===== src/rtl/cpu_pkg.sv =====
// Shared CPU datapath constants: general-purpose register sizing and the
// index of the base-address register R0.
package cpu_pkg;

  localparam int unsigned WORD_W     = 32;
  localparam int unsigned NUM_GPR    = 16;
  localparam int unsigned GPR_ADDR_W = 4;
  localparam int unsigned R0_IDX     = 0;

endpackage : cpu_pkg


===== src/rtl/reg_file_rdport.sv =====
// One combinational read port of the register file.
// Ports:
//   rd_addr  - register index to read
//   ba_out   - base-address mode; forces R0 to read as zero
//   fwd_en   - a write is being committed this cycle (wr_en and not in reset)
//   wr_addr  - index of the write being committed
//   wr_data  - data of the write being committed
//   regs     - stored register contents
//   busy_vec - registered scoreboard bits
//   rd_data  - selected read data
//   busy     - busy bit of rd_addr (registered state, never forwarded)
module reg_file_rdport
  import cpu_pkg::*;
#(
  parameter int unsigned WIDTH  = WORD_W,
  parameter int unsigned DEPTH  = NUM_GPR,
  parameter int unsigned ADDR_W = $clog2(DEPTH),
  parameter int unsigned BYPASS = 1
) (
  input  logic [ADDR_W-1:0] rd_addr,
  input  logic              ba_out,
  input  logic              fwd_en,
  input  logic [ADDR_W-1:0] wr_addr,
  input  logic [WIDTH-1:0]  wr_data,
  input  logic [WIDTH-1:0]  regs [DEPTH],
  input  logic [DEPTH-1:0]  busy_vec,
  output logic [WIDTH-1:0]  rd_data,
  output logic              busy
);

  // R0 gating beats forwarding, forwarding beats storage.
  always_comb begin
    rd_data = regs[rd_addr];
    if (ba_out && (rd_addr == ADDR_W'(R0_IDX))) begin
      rd_data = '0;
    end else if ((BYPASS != 0) && fwd_en && (wr_addr == rd_addr)) begin
      rd_data = wr_data;
    end
  end

  assign busy = busy_vec[rd_addr];

endmodule : reg_file_rdport


===== src/rtl/reg_file_gen.sv =====
// Parametrised general-purpose register file with one synchronous write port,
// two combinational read ports (A/B), optional write-to-read bypass, R0 gating
// under BAout, and a busy-bit scoreboard (reserve at issue, release on write).
// Ports:
//   clk, clr             - clock, synchronous active-low reset
//   wr_en/wr_addr/wr_data - write port
//   rd_addr_a/rd_data_a  - read port A
//   rd_addr_b/rd_data_b  - read port B
//   BAout                - base-address mode, R0 reads as zero on both ports
//   rsv_en/rsv_addr      - reserve (mark busy) a destination register
//   busy_a/busy_b        - busy bits of the read addresses
//   busy_vec             - all busy bits
module reg_file_gen
  import cpu_pkg::*;
#(
  parameter int unsigned WIDTH  = WORD_W,
  parameter int unsigned DEPTH  = NUM_GPR,
  parameter int unsigned ADDR_W = $clog2(DEPTH),
  parameter int unsigned BYPASS = 1
) (
  input  logic              clk,
  input  logic              clr,
  input  logic              wr_en,
  input  logic [ADDR_W-1:0] wr_addr,
  input  logic [WIDTH-1:0]  wr_data,
  input  logic [ADDR_W-1:0] rd_addr_a,
  output logic [WIDTH-1:0]  rd_data_a,
  input  logic [ADDR_W-1:0] rd_addr_b,
  output logic [WIDTH-1:0]  rd_data_b,
  input  logic              BAout,
  input  logic              rsv_en,
  input  logic [ADDR_W-1:0] rsv_addr,
  output logic              busy_a,
  output logic              busy_b,
  output logic [DEPTH-1:0]  busy_vec
);

  logic [WIDTH-1:0] regs_q [DEPTH];
  logic [WIDTH-1:0] regs_d [DEPTH];
  logic [DEPTH-1:0] busy_q;
  logic [DEPTH-1:0] busy_d;
  logic             fwd_en;

  // A write only commits (and only forwards) when not in reset.
  assign fwd_en = wr_en & clr;

  // Storage next state.
  always_comb begin
    regs_d = regs_q;
    if (wr_en) begin
      regs_d[wr_addr] = wr_data;
    end
  end

  // Scoreboard next state; reserve applied last so a new reservation
  // supersedes a release of the same register.
  always_comb begin
    busy_d = busy_q;
    if (wr_en) begin
      busy_d[wr_addr] = 1'b0;
    end
    if (rsv_en) begin
      busy_d[rsv_addr] = 1'b1;
    end
  end

  // Storage and scoreboard registers; reset discards any pending update.
  always_ff @(posedge clk) begin
    if (!clr) begin
      regs_q <= '{default: '0};
      busy_q <= '0;
    end else begin
      regs_q <= regs_d;
      busy_q <= busy_d;
    end
  end

  assign busy_vec = busy_q;

  reg_file_rdport #(
    .WIDTH (WIDTH),
    .DEPTH (DEPTH),
    .ADDR_W(ADDR_W),
    .BYPASS(BYPASS)
  ) u_rdport_a (
    .rd_addr (rd_addr_a),
    .ba_out  (BAout),
    .fwd_en  (fwd_en),
    .wr_addr (wr_addr),
    .wr_data (wr_data),
    .regs    (regs_q),
    .busy_vec(busy_q),
    .rd_data (rd_data_a),
    .busy    (busy_a)
  );

  reg_file_rdport #(
    .WIDTH (WIDTH),
    .DEPTH (DEPTH),
    .ADDR_W(ADDR_W),
    .BYPASS(BYPASS)
  ) u_rdport_b (
    .rd_addr (rd_addr_b),
    .ba_out  (BAout),
    .fwd_en  (fwd_en),
    .wr_addr (wr_addr),
    .wr_data (wr_data),
    .regs    (regs_q),
    .busy_vec(busy_q),
    .rd_data (rd_data_b),
    .busy    (busy_b)
  );

endmodule : reg_file_gen


===== config.mk =====
export PLATFORM = sky130hd
export DESIGN_NAME = reg_file_gen
export DESIGN_NICKNAME = d
export VERILOG_FILES = /design/src/rtl/cpu_pkg.sv /design/src/rtl/reg_file_rdport.sv /design/src/rtl/reg_file_gen.sv
export SDC_FILE = /design/constraint.sdc
export NUM_CORES = 1
export LEC_CHECK = 0
export ABC_AREA = 1
export CORE_MARGIN = 2
export CORE_UTILIZATION = 30
export DETAILED_ROUTE_END_ITERATION = 16
export RECOVER_POWER = 25
export SLEW_MARGIN = 20
export SYNTH_ARGS = -nofsm -noshare
export SYNTH_HDL_FRONTEND = slang
export SYNTH_HIERARCHICAL = 1
export SYNTH_SLANG_ARGS = --single-unit

===== constraint.sdc =====
create_clock -name clk -period 3 [get_ports clk]
set_input_delay 0.6 -clock clk [delete_from_list [all_inputs] [get_ports clk]]
set_output_delay 0.6 -clock clk [all_outputs]
set_load 0.02 [all_outputs]

==> summary.md <==
| Metric | Value |
|---|---|
| RSZ-0062 raised after global routing | `no` |
| Total power | `19000 uW` |
| Fraction of registers with async set/reset | `0%` |
| Per-cell routed wire length | `17.2 um` |
| Clk sinks | `528` |
| Status | `complete, but fails checks` |
| Vias | `37.4k` |
| P_sw | `5610 uW` |
| Sw Share | `29.6%` |
| Synth Area in Adders | `0%` |
| Grt total ovfl | `0` |
| Simple-Gate Fraction of Synth Area | `49.9%` |
| Clock H-tree levels | `3` |
| Starting DRT DRC Count | `3884` |
| Tcrit/Tclk final | `98.3%` |
| Setup violators final | `0` |
| Worst r2r src | `busy_vec[9]$_SDFF_PN0_` |
| I/O pin cnt | `135` |
| Layout area overhead | `20.5%` |
| Height of the chip | `339 um` |
| Synth top cells by count | `nand2_1 (2165), nor2_1 (1445), inv_1 (693)` |
| Die Wd | `339 um` |
| Warnings from Yosys | `6` |
| Flop pwr share | `38.5%` |
| Die area | `0.115 mm^2` |
| Reg clk slew, reported paths | `0.05 ns` |
| Share of layout cells above drive strength 1 | `7.79%` |
| Top cells by area, synth | `dfxtp_1 (31%), nand2_1 (24%), nor2_1 (16%)` |
| Post-route ant nets | `0` |
| Core area | `0.111 mm^2` |
| Achievable frequency | `0.339 GHz` |
| Pwr Density | `467 mW/mm^2` |
| Beginning of the worst hold path | `regs_q[69]$_SDFFE_PN0P_` |
| Final HPWL DP | `88.4 mm` |
| Placer Congestion | `0.915` |
| Slew HR | `-4.46%` |
| CP max FO | `8` |
| Clk_lat worst skew | `0.61 ns` |
| Final-stage net count | `6371` |
| Clock power frac | `44.0%` |
| Reg2reg end | `busy_vec[9]$_SDFF_PN0_` |
| Worst setup SP type | `primary input` |
| Drt drc | `0` |
| # hold bufs at CTS | `0` |
| First-pass GRT wire length | `206 mm` |
| Max Cap Violations | `1` |
| Crit-path slowest cell | `dlygate4sd2_1` |
| Root Buffer Master | `clkbuf_16` |
| Predominant post-synthesis flop cell | `dfxtp_1` |
| Synth area leader | `dfxtp_1` |
| Final Util | `36.6%` |
| Most frequent cell after synthesis | `nand2_1` |
| Hold depth | `2` |
| Hold Crit Class | `reg2reg` |
| Mux share of post-synthesis cell area | `0%` |
| Synth unique cells | `26` |
| Mapped Nets | `6207` |
| Largest net degree at the start of global routing | `213` |
| Post-route cell area | `0.0406 mm^2` |
| Fill count | `12.2k` |
| Pleak | `0.0185 uW` |
| Final Hold Violating Endpoints | `0` |
| Critical path class | `in2out` |
| Logic pwr share | `17.5%` |
| DR pass1 iterations | `7` |
| Synth top area share | `31.4%` |
| CP arrival | `2.35 ns` |
| Port Buffers | `134` |
| Largest family of logic cells by synthesized area | `simple AND/OR/NAND/NOR gates` |
| Synth Area in Compound Gates | `4.06%` |
| # rows | `122` |
| Hold WS | `0.497 ns` |
| TritonCTS clock tree | `yes` |
| Internal | `13300 uW` |
| CTS max path bufs | `3` |
| Synthesized area per cell | `5.47 um^2` |
| Synthesized instance count | `6154` |
| CTS buffer count | `68` |
| Critical path cell sequence | `clkdlybuf4s18_2 > inv_1 > nand2_1 > nand2_1 > nor2_2 > nand3_4 > buf_12 > buf_4 > o21ai_0 > nor2_1 > dlygate4sd2_1` |
| VDD IR max | `0.380 mV` |
| Reg2Reg Setup Slack | `2.18 ns` |
| Final TNS setup | `0 ns` |
| Post-synthesis cell area | `0.0337 mm^2` |
| Routed wire length | `135 mm` |
| Share of the yosys chip area belonging to registers | `31.4%` |
| GRT Util Overall | `22.8%` |
| Final critical-path required period | `2.95 ns` |
| Register bit count reported by yosys | `528` |
| Initial antenna violation count | `7` |
| Clock Skew | `0 ns` |
| Crit-path max cell delay | `0.32 ns` |
| Max-slew violations | `17` |
| Req. time, crit path | `2.40 ns` |
| Crit-path most repeated cell | `nand2_1` |
| Placed cell areas | `0.0385 mm^2` |
| Initial Util | `30.4%` |
| Worst slew pin tran | `1.57 ns` |
| Post-DR vias/cell | `4.76` |
| Post-synth EDFFs | `0` |
| Worst-case hold path end point | `regs_q[69]$_SDFFE_PN0P_` |
| Failing checks | `capacitance limit, slew limit` |
| Diode count | `0` |
| Reg2reg path depth | `3` |
| Number of global-route vias before repair | `33.9k` |
| Post-Synth XOR/XNOR Area | `0.0520%` |
| Worst setup EP type | `primary output` |
## final cells by class
cell class / count / area [um^2] / area share (%)
inverter: 738 / 2800 / 6.88
clock buffer: 93 / 1960 / 4.82
multi-input combinational: 4503 / 18200 / 44.8
sequential: 528 / 10600 / 26.0
clock inverter: 24 / 260 / 0.641
tap: 1488 / 1860 / 4.58
timing repair buffer: 479 / 4980 / 12.3
## worst max-delay path: cells and delay by family
| family | cells | cell delay, ns |
|---|---|---|
| AO/OA/AOI/OAI | 1 | 0.17 |
| buffers and inverters | 5 | 1.03 |
| AND/OR/NAND/NOR | 5 | 0.52 |
## what timing repair did
action,CTS,global route
gates cloned,2,0
pin swaps,4,3
setup buffers,2,0
endpoints found under the setup margin,66,39
resized for setup,90,16
## routing by layer
layer	vias up	wire [um]	track usage [%]
met5	-	66	0
met4	10	5880	9.97
li1	18700	-	-
met1	16900	58200	29.8
met2	1531	58800	36.1
met3	294	12500	4.81
## registers in the layout, summed over array words and instances, names as in the netlist
register	flops
busy_vec	16
regs_q	512
## power by group through the flow
stage / clock (uW) / sequential, uW / combinational (uW)
final: 8340 / 7290 / 3330
after global routing: 8770 / 7310 / 3610
after CTS: 8500 / 7290 / 3290
after detailed placement: 0 / 7440 / 3330
after global placement: 0 / 7440 / 3320
after floorplan: 0 / 7410 / 1870
## cells in the final DEF (no fill, tap or decap), types with 3 or more instances in the layout
| cell type | count |
|---|---|
| clkinv_2 | 14 |
| nor2_4 | 7 |
| buf_6 | 8 |
| inv_6 | 3 |
| nand3_4 | 5 |
| o211ai_1 | 4 |
| clkbuf_1 | 19 |
| nand2_1 | 2168 |
| o21bai_1 | 4 |
| buf_8 | 4 |
| inv_1 | 694 |
| inv_2 | 7 |
| o21ai_0 | 146 |
| dlygate4sd2_1 | 50 |
| o21ai_1 | 30 |
| buf_2 | 3 |
| buf_4 | 234 |
| dfxtp_1 | 528 |
| bufinv_16 | 5 |
| clkinvlp_4 | 3 |
| buf_12 | 89 |
| nor2_1 | 1448 |
| a21oi_1 | 80 |
| o22ai_1 | 4 |
| nor2_2 | 7 |
| clkdlybuf4s15_1 | 11 |
| nand3_1 | 594 |
| clkbuf_16 | 71 |
| clkbuf_4 | 3 |
| clkinv_1 | 33 |
| clkbuf_8 | 10 |
| clkbuf_2 | 12 |
| clkdlybuf4s50_1 | 52 |
## worst max-delay path by stage
| stage | slack [ns] | to | from |
|---|---|---|---|
| floorplan | 0.09 | rd_data_a[23] | clr |
| global placement | -0.53 | rd_data_b[6] | wr_addr[3] |
| detailed placement | -0.53 | rd_data_b[6] | wr_addr[3] |
| CTS | 0.007 | busy_a | rd_addr_a[0] |
| global route | 0.007 | rd_data_b[11] | wr_addr[3] |
| finish | 0.05 | rd_data_b[4] | wr_addr[3] |
## cells by family (layout without fill, tap and decap cells)
group | after synthesis | count (layout)
AOI/OAI and AO/OA | 268 | 268
xor gates and xnor gates | 2 | 2
buffers and inverters | 1123 | 1334
DFF | 528 | 528
and+or+nand+nor | 4233 | 4233
## per-stage QoR
step,setup WS (ns),std cells
after floorplan,0.0929,6154
after global placement,-0.525,7732
after detailed placement,-0.528,7732
after CTS,0.00654,7853
after global routing,0.00696,7853
final,0.0512,7853
No activity file was read; power rests on OpenSTA's default activity.
